[config.mk]
export PLATFORM = sky130hd
export DESIGN_NAME = wb_regfile_flat
export DESIGN_NICKNAME = d
export VERILOG_FILES = /design/src/rtl/wb_regfile_if.sv /design/src/rtl/wb_regfile.sv /design/src/flat_wrapper.sv
export SDC_FILE = /design/constraint.sdc
export NUM_CORES = 1
export LEC_CHECK = 0
export CAP_MARGIN = 5
export CORE_ASPECT_RATIO = 0.5
export CORE_MARGIN = 2
export CORE_UTILIZATION = 50
export DETAILED_ROUTE_END_ITERATION = 12
export HOLD_SLACK_MARGIN = 0.03
export PLACE_DENSITY_LB_ADDON = 0.3
export SYNTH_ARGS = -nofsm -noshare
export SYNTH_HDL_FRONTEND = slang
export SYNTH_SLANG_ARGS = --single-unit
[constraint.sdc]
create_clock -name clk -period 3.07 [get_ports clk]
set_input_delay 0.4605 -clock clk [delete_from_list [all_inputs] [get_ports clk]]
set_output_delay 0.4605 -clock clk [all_outputs]
set_load 0.05 [all_outputs]
[src/rtl/wb_regfile_if.sv]
// Writeback-stage register file bus: MEM/WB buffer inputs, the two
// decode-stage read ports, and the registered PC-write / retire outputs.
//
// Handshake semantics: there is no ready side anywhere on this bus. The
// MEM/WB fields are sampled on every rising edge. pc_wr_valid is a
// one-cycle pulse the consumer must take in the cycle it is high.
// pc_wr_data holds its last value while pc_wr_valid is low.
interface wb_regfile_if #(
    parameter int DATA_W = 32
);
    logic [2:0]        wb_ctrl;      // [0] reg_write, [1] mem_to_reg, [2] byte_load
    logic [DATA_W-1:0] alu_data;
    logic [DATA_W-1:0] mem_data;
    logic [31:0]       instruction;  // all-zero word is a bubble
    logic [3:0]        rd1_addr;
    logic [3:0]        rd2_addr;
    logic [DATA_W-1:0] rd1_data;
    logic [DATA_W-1:0] rd2_data;
    logic              pc_wr_valid;
    logic [DATA_W-1:0] pc_wr_data;
    logic [31:0]       retire_count;

    // Pipeline side: drives writeback and read addresses, consumes results.
    modport master (
        output wb_ctrl, alu_data, mem_data, instruction, rd1_addr, rd2_addr,
        input  rd1_data, rd2_data, pc_wr_valid, pc_wr_data, retire_count
    );

    // Register file side.
    modport slave (
        input  wb_ctrl, alu_data, mem_data, instruction, rd1_addr, rd2_addr,
        output rd1_data, rd2_data, pc_wr_valid, pc_wr_data, retire_count
    );
endinterface

[src/rtl/wb_regfile.sv]
// Writeback-stage register file: 15 general registers (r0..r14), r15 is the
// PC and lives elsewhere, so writes to r15 are forwarded as a registered
// one-cycle pulse instead. Two combinational read ports with same-cycle
// bypass of the writeback value, plus a retired-instruction counter.
module wb_regfile #(
    parameter int DATA_W = 32,
    parameter int REG_N  = 16
) (
    input logic          clk,
    input logic          rst,
    wb_regfile_if.slave  bus
);
    // r15 is not stored; the array holds only r0..r14.
    localparam int         ARR_N  = REG_N - 1;
    localparam logic [3:0] PC_IDX = 4'd15;

    logic              reg_write;
    logic              mem_to_reg;
    logic              byte_load;
    logic [3:0]        dest;
    logic [DATA_W-1:0] wb_value;
    logic              arr_we;
    logic              pc_we;
    logic              retire_en;

    logic [DATA_W-1:0] regs [ARR_N];
    logic              pc_valid_q;
    logic [DATA_W-1:0] pc_data_q;
    logic [31:0]       retire_q;
    logic [DATA_W-1:0] rd1_value;
    logic [DATA_W-1:0] rd2_value;

    // Decode the writeback control word and destination.
    always_comb begin
        reg_write  = bus.wb_ctrl[0];
        mem_to_reg = bus.wb_ctrl[1];
        byte_load  = bus.wb_ctrl[2];
        dest       = bus.instruction[15:12];
    end

    // Select the writeback value; byte_load only matters for memory results.
    always_comb begin
        wb_value = bus.alu_data;
        if (mem_to_reg) begin
            if (byte_load) begin
                wb_value = {{(DATA_W-8){1'b0}}, bus.mem_data[7:0]};
            end else begin
                wb_value = bus.mem_data;
            end
        end
    end

    // Route a write either to the array or to the PC-write pulse.
    always_comb begin
        arr_we    = reg_write && (dest != PC_IDX);
        pc_we     = reg_write && (dest == PC_IDX);
        retire_en = (bus.instruction != 32'd0);
    end

    // Register array update; reset wins over a simultaneous write.
    always_ff @(posedge clk) begin
        if (rst) begin
            for (int i = 0; i < ARR_N; i++) begin
                regs[i] <= '0;
            end
        end else if (arr_we) begin
            regs[dest] <= wb_value;
        end
    end

    // PC-write pulse: valid is high only in the cycle after an r15 write,
    // data holds the last forwarded value otherwise.
    always_ff @(posedge clk) begin
        if (rst) begin
            pc_valid_q <= 1'b0;
            pc_data_q  <= '0;
        end else begin
            pc_valid_q <= pc_we;
            if (pc_we) begin
                pc_data_q <= wb_value;
            end
        end
    end

    // Retire counter: every non-bubble instruction counts, wrapping naturally.
    always_ff @(posedge clk) begin
        if (rst) begin
            retire_q <= 32'd0;
        end else if (retire_en) begin
            retire_q <= retire_q + 32'd1;
        end
    end

    // Read port 1: r15 reads zero, same-cycle array write is bypassed.
    always_comb begin
        rd1_value = '0;
        if (bus.rd1_addr != PC_IDX) begin
            if (arr_we && (dest == bus.rd1_addr)) begin
                rd1_value = wb_value;
            end else begin
                rd1_value = regs[bus.rd1_addr];
            end
        end
    end

    // Read port 2: identical behaviour, fully independent of port 1.
    always_comb begin
        rd2_value = '0;
        if (bus.rd2_addr != PC_IDX) begin
            if (arr_we && (dest == bus.rd2_addr)) begin
                rd2_value = wb_value;
            end else begin
                rd2_value = regs[bus.rd2_addr];
            end
        end
    end

    assign bus.rd1_data     = rd1_value;
    assign bus.rd2_data     = rd2_value;
    assign bus.pc_wr_valid  = pc_valid_q;
    assign bus.pc_wr_data   = pc_data_q;
    assign bus.retire_count = retire_q;
endmodule

[src/flat_wrapper.sv]
// flat-port wrapper written by rule: the top's interface ports become plain ports
module wb_regfile_flat 
#(
    parameter int DATA_W = 32,
    parameter int REG_N  = 16
)
  (clk, rst, bus_wb_ctrl, bus_alu_data, bus_mem_data, bus_instruction, bus_rd1_addr, bus_rd2_addr, bus_rd1_data, bus_rd2_data, bus_pc_wr_valid, bus_pc_wr_data, bus_retire_count);
  wb_regfile_if #(.DATA_W(DATA_W)) bus_i ();
  input logic clk;
  input logic rst;
  input wire logic [$bits(bus_i.wb_ctrl)-1:0] bus_wb_ctrl;
  input wire logic [$bits(bus_i.alu_data)-1:0] bus_alu_data;
  input wire logic [$bits(bus_i.mem_data)-1:0] bus_mem_data;
  input wire logic [$bits(bus_i.instruction)-1:0] bus_instruction;
  input wire logic [$bits(bus_i.rd1_addr)-1:0] bus_rd1_addr;
  input wire logic [$bits(bus_i.rd2_addr)-1:0] bus_rd2_addr;
  output wire logic [$bits(bus_i.rd1_data)-1:0] bus_rd1_data;
  output wire logic [$bits(bus_i.rd2_data)-1:0] bus_rd2_data;
  output wire logic [$bits(bus_i.pc_wr_valid)-1:0] bus_pc_wr_valid;
  output wire logic [$bits(bus_i.pc_wr_data)-1:0] bus_pc_wr_data;
  output wire logic [$bits(bus_i.retire_count)-1:0] bus_retire_count;
  assign bus_i.wb_ctrl = bus_wb_ctrl;
  assign bus_i.alu_data = bus_alu_data;
  assign bus_i.mem_data = bus_mem_data;
  assign bus_i.instruction = bus_instruction;
  assign bus_i.rd1_addr = bus_rd1_addr;
  assign bus_i.rd2_addr = bus_rd2_addr;
  assign bus_rd1_data = bus_i.rd1_data;
  assign bus_rd2_data = bus_i.rd2_data;
  assign bus_pc_wr_valid = bus_i.pc_wr_valid;
  assign bus_pc_wr_data = bus_i.pc_wr_data;
  assign bus_retire_count = bus_i.retire_count;
  wb_regfile #(.DATA_W(DATA_W), .REG_N(REG_N)) u_core (.clk(clk), .rst(rst), .bus(bus_i));
endmodule
======== Word level (Yosys, flattened, before mapping) ========
Memory sizes are Yosys's and may differ from the RTL's.
Index checks and enable logic that the tools add are counted.
word-level totals
  output and inout port bits .............. 129
  logic and storage cells ................. 31
  input port bits ......................... 109
  memory bits (writable) .................. 480
  bits in registers ....................... 65
  memories ................................ 1
cells by class
  muxes and demuxes ....................... 14
  reductions and logical operators ........ 6
  add/sub/neg operators ................... 1
  eq/ne operators ......................... 6
memory list
  memory       depth  bits a word  read ports  clocked after memory_dff  write ports  line              source
  u_core.regs  15     32           2           0                         15           wb_regfile.sv:26  logic [DATA_W-1:0] regs [ARR_N];
operator list
  cell                   number
  $mux 32                7
  $add 32x1->32 const B  1
  $reduce_bool 32->1     1
  $reduce_or 32->1       1
  $ne 4x4->1 const B     3
  $eq 4x4->1             2
  $mux 1                 6
  $eq 4x4->1 const B     1
  $logic_and 1x1->1      4
  $mux 4                 1

======== Longest topological paths before layout ========
  depth in word-level cells ............... 7
  depth in mapped cells ................... 8

======== Worst setup path after synthesis ========
Ideal clock, no wire load.
  path kind ............................... input to output
  start ................................... in bus_rd2_addr[0]
  end ..................................... out bus_rd2_data[10]
  cell stages on the path ................. 8
  arrival ................................. 2.350 ns
  required time ........................... 2.609 ns
  slack ................................... 0.260 ns
  cell sequence ........................... clkbuf_1 -> buf_2 -> xor2_1 -> nor4_1 -> nand2_1 -> nand2_1 -> buf_1 -> o22ai_1
on the way
  word-level cells in the longest chain between the ends .. 4
RTL lines
  element                                                                line                source
  start, declared                                                        flat_wrapper.sv:16  input wire logic [$bits(bus_i.rd2_addr)-1:0] bus_rd2_addr;
  parallel branches: the longest is 3 deep, another holds $mem_v2 15x32  -
  $mux 32 (*)                                                            wb_regfile.sv:109   if (bus.rd2_addr != PC_IDX) begin
  end, declared                                                          flat_wrapper.sv:18  output wire logic [$bits(bus_i.rd2_data)-1:0] bus_rd2_data;
Mark *: on every way between the ends.

======== Final worst setup path ========
  start ................................... in bus_instruction[15]
  end ..................................... out bus_rd2_data[15]
on the way
  word-level cells in the longest chain between the ends .. 5
RTL lines
  element                line                source
  start, declared        flat_wrapper.sv:14  input wire logic [$bits(bus_i.instruction)-1:0] bus_instruction;
  $ne 4x4->1             wb_regfile.sv:55    arr_we = reg_write && (dest != PC_IDX);
  $logic_and 1x1->1      wb_regfile.sv:55
  $logic_and 1x1->1 (*)  wb_regfile.sv:110   if (arr_we && (dest == bus.rd2_addr)) begin
  $mux 32 (*)            wb_regfile.sv:110
  $mux 32 (*)            wb_regfile.sv:109
Mark *: on every way between the ends. The rest lies on a longest branch, timed or not.

==> reports/qor.yml <==
synth_warnings: 0
grt_overflow: 0
power_mw: 19.7
finalHoldViolations: 0
numPortBuffers: 237
cts.repair.resized: 2
pin_count: 238
grt_pass1_vias: 20900
min_path_type: "in -> reg"
m1WireLength_um: 31900
pre_cts_ws_ps: -22.0
dp.cells: 3140
groute.usage.overall: 0.298
setup_viol: 0
die_h_um: 175
fin_nets: 2535
synth-async-reset-ratio: 0
max_stage_delay_ps: 620
drt_first_pass_iters: 6
cts_sinks: 577
seq_power_share: 0.466
wl_met3_um: 11200
synth-main-ff-cell: "edfxtp_1"
rows: 62
gp_congestion: 0.870
timing.final.crit_share: 0.981
drive_gt1_frac: 0.260
min_path_cells: 3
crit_fanout: 12
tritoncts: "built"
pwr-share-clk: 0.349
cts_max_path_buffers: 3
yosys.area.top_type_share: 0.529
required_ps: 2610
final_util: 0.629
wire_per_inst_um: 27.9
tightest_slew_ps: 731
crit_path_start_kind: "input port"
r2r_slack_ps: 1040
slew_violations: 0
grt_pass1_wl_um: 132000
htreeDepth: 2
rr_worst_depth: 6
relSlewSlack: 0.513
synth_area_sq_um: 29100
die_area_sq_um: 60200
fin_hold_ws_ps: 372
synth_top_area_cell: "edfxtp_1"
viasPerCell: 6.49
r2r-start: "u_core.bus.retire_count[3]$_SDFFE_PP0P_"
initial_core_util: 0.506
fin_skew_ps: 16.2
postCtsSetupRepairBufs: 0
highest_layer: "met4"
wl_met2_um: 42900
numCtsBuffers: 51
hold_path_end: "u_core.bus.pc_wr_data[31]$_SDFFE_PP0P_"
synth_edf_count: 512
critPathKind: "in -> out"
synth_area_leaders: "edfxtp_1 (53%), mux4_2 (20%), nor2_1 (7.8%)"
ys_types: 44
seq_area_frac_synth: 0.574
die_w_um: 345
core_area_sq_um: 57400
combinationalPowerShare: 0.185
p_sw_mw: 5.10
maxCapViolCount: 0
swShare: 0.259
ys_ff_latch: 577
arrival_ps: 2550
netlist_instances: 2150
clock_latency_ps: 590
antenna_found_initial: 0
ir_drop_uv: 422
timing.final.ws_setup_ps: 59.8
holdBufCountCts: 0
avgSynthCellArea_sq_um: 13.5
ant_nets: 0
drt_iter0_drc: 2709
leakagePower_nw: 12.6
diodes: 0
place_hpwl_um: 57200
syn2layout_area_growth_pct: 24.3
p_int_mw: 14.6
final_cells: 3231
path_cells: "clkdlybuf4s50_1 > buf_4 > nand2_1 > o21a_1 > nand2_2 > nand2_1 > buf_4 > o22ai_1 > buf_12"
clk_pin_slew_ps: 70
grt_max_degree: 56
status: "finished, final reports clean"
min_period_ps: 3010
cp_slowest_cell: "clkdlybuf4s50_1"
root_buffer: "clkbuf_16"
finalWirelength_um: 90000
min-delay-start: "rst"
crit_path_end_kind: "primary output"
power.density_nw_per_um2: 545
num-fill-cells: 4168
vias: 21000
fmax_ghz: 0.332
drc: 0
r2r_end: "u_core.bus.retire_count[26]$_SDFFE_PP0P_"
-- placed cells by master (no fill, tap or decap), drive strengths merged, types with 4 or more instances in the layout --
cell / instances
a211oi: 32
a21oi: 36
a22o: 128
and2: 4
buf: 231
bufinv: 9
clkbuf: 65
clkdlybuf4s50: 163
clkinv: 16
conb: 32
dfxtp: 65
edfxtp: 512
inv: 39
mux2i: 9
mux4: 256
nand2: 28
nand2b: 16
nand3: 9
nand4: 7
nor2: 601
nor2b: 35
nor3: 5
nor4: 14
o2111ai: 8
o211ai: 8
o21ai: 12
o22ai: 64
or3: 9
or4: 4
xor2: 22
-- cell families after synthesis --
family                     count (synthesis)  share of synthesized area
DFF                                      577                      0.574
adders and majority gates                  1                   0.000430
and+or+nand+nor                          741                      0.106
AOI/OAI and AO/OA                        292                     0.0762
xor gates and xnor gates                  25                    0.00753
other                                      1                   0.000129
buffers and inverters                    247                     0.0339
muxes                                    266                      0.202
-- registers in the layout, summed over array words and instances (netlist names) --
| register | cells |
|---|---|
| u_core.bus.pc_wr_valid | 1 |
| u_core.regs | 512 |
| u_core.bus.pc_wr_data | 32 |
| u_core.bus.retire_count | 32 |
-- routing by layer --
metal	up-vias	global-route usage
met5	-	0
met4	0	0.128
met3	221	0.0632
met2	1469	0.486
met1	10500	0.392
li1	8740	-
-- layout make-up --
cell class | instances | area (sq um) | share of cell area
Tap cell | 768 | 961 | 0.0266
Inverter | 38 | 143 | 0.00395
Sequential cell | 577 | 16700 | 0.462
Multi-Input combinational cell | 1357 | 11800 | 0.326
Clock inverter | 28 | 362 | 0.0100
Clock buffer | 63 | 1380 | 0.0383
Timing Repair Buffer | 400 | 4820 | 0.133
-- power groups by stage --
stage / logic, mW / clock network, mW / registers [mW]
after floorplan: 1.97 / 0 / 9.30
after global placement: 3.55 / 0 / 9.29
after detailed placement: 3.58 / 0 / 9.33
after CTS: 3.60 / 6.90 / 9.16
after global routing: 3.75 / 7.19 / 9.21
final: 3.63 / 6.87 / 9.17
-- critical path, delay by kind of cell --
kind            cells  cell delay [ps]
buf+inv             4             1260
compound gates      2              480
simple gates        3              340
-- worst max path at each step --
stage / start / to / slack, ps / cells after the start
final: bus_instruction[15] / bus_rd2_data[15] / 60 / 9
after global routing: bus_instruction[15] / bus_rd2_data[15] / -2 / 9
after CTS: bus_instruction[13] / bus_rd1_data[23] / 9 / 8
after detailed placement: bus_rd2_addr[2] / bus_rd2_data[23] / -20 / 8
after global placement: bus_rd2_addr[2] / bus_rd2_data[23] / 30 / 8
after floorplan: bus_rd2_addr[0] / bus_rd2_data[10] / 260 / 8
-- synth_stat cells (all sizes together) (16+ instances only) --
cell type	number
nor2	601
edfxtp	512
mux4	256
clkbuf	146
a22o	128
dfxtp	65
o22ai	64
buf	63
inv	38
a21oi	36
nor2b	35
a211oi	32
nand2	28
xor2	22
nand2b	16
-- through the flow --
| stage | TNS, ps | area [sq um] |
|---|---|---|
| finish | 0 | 36100 |
| global placement | 0 | 34300 |
| floorplan | 0 | 29200 |
| global route | -3.05 | 36100 |
| detailed placement | -23.8 | 34300 |
| CTS | 0 | 36000 |
(Power assumes the default switching activity.)
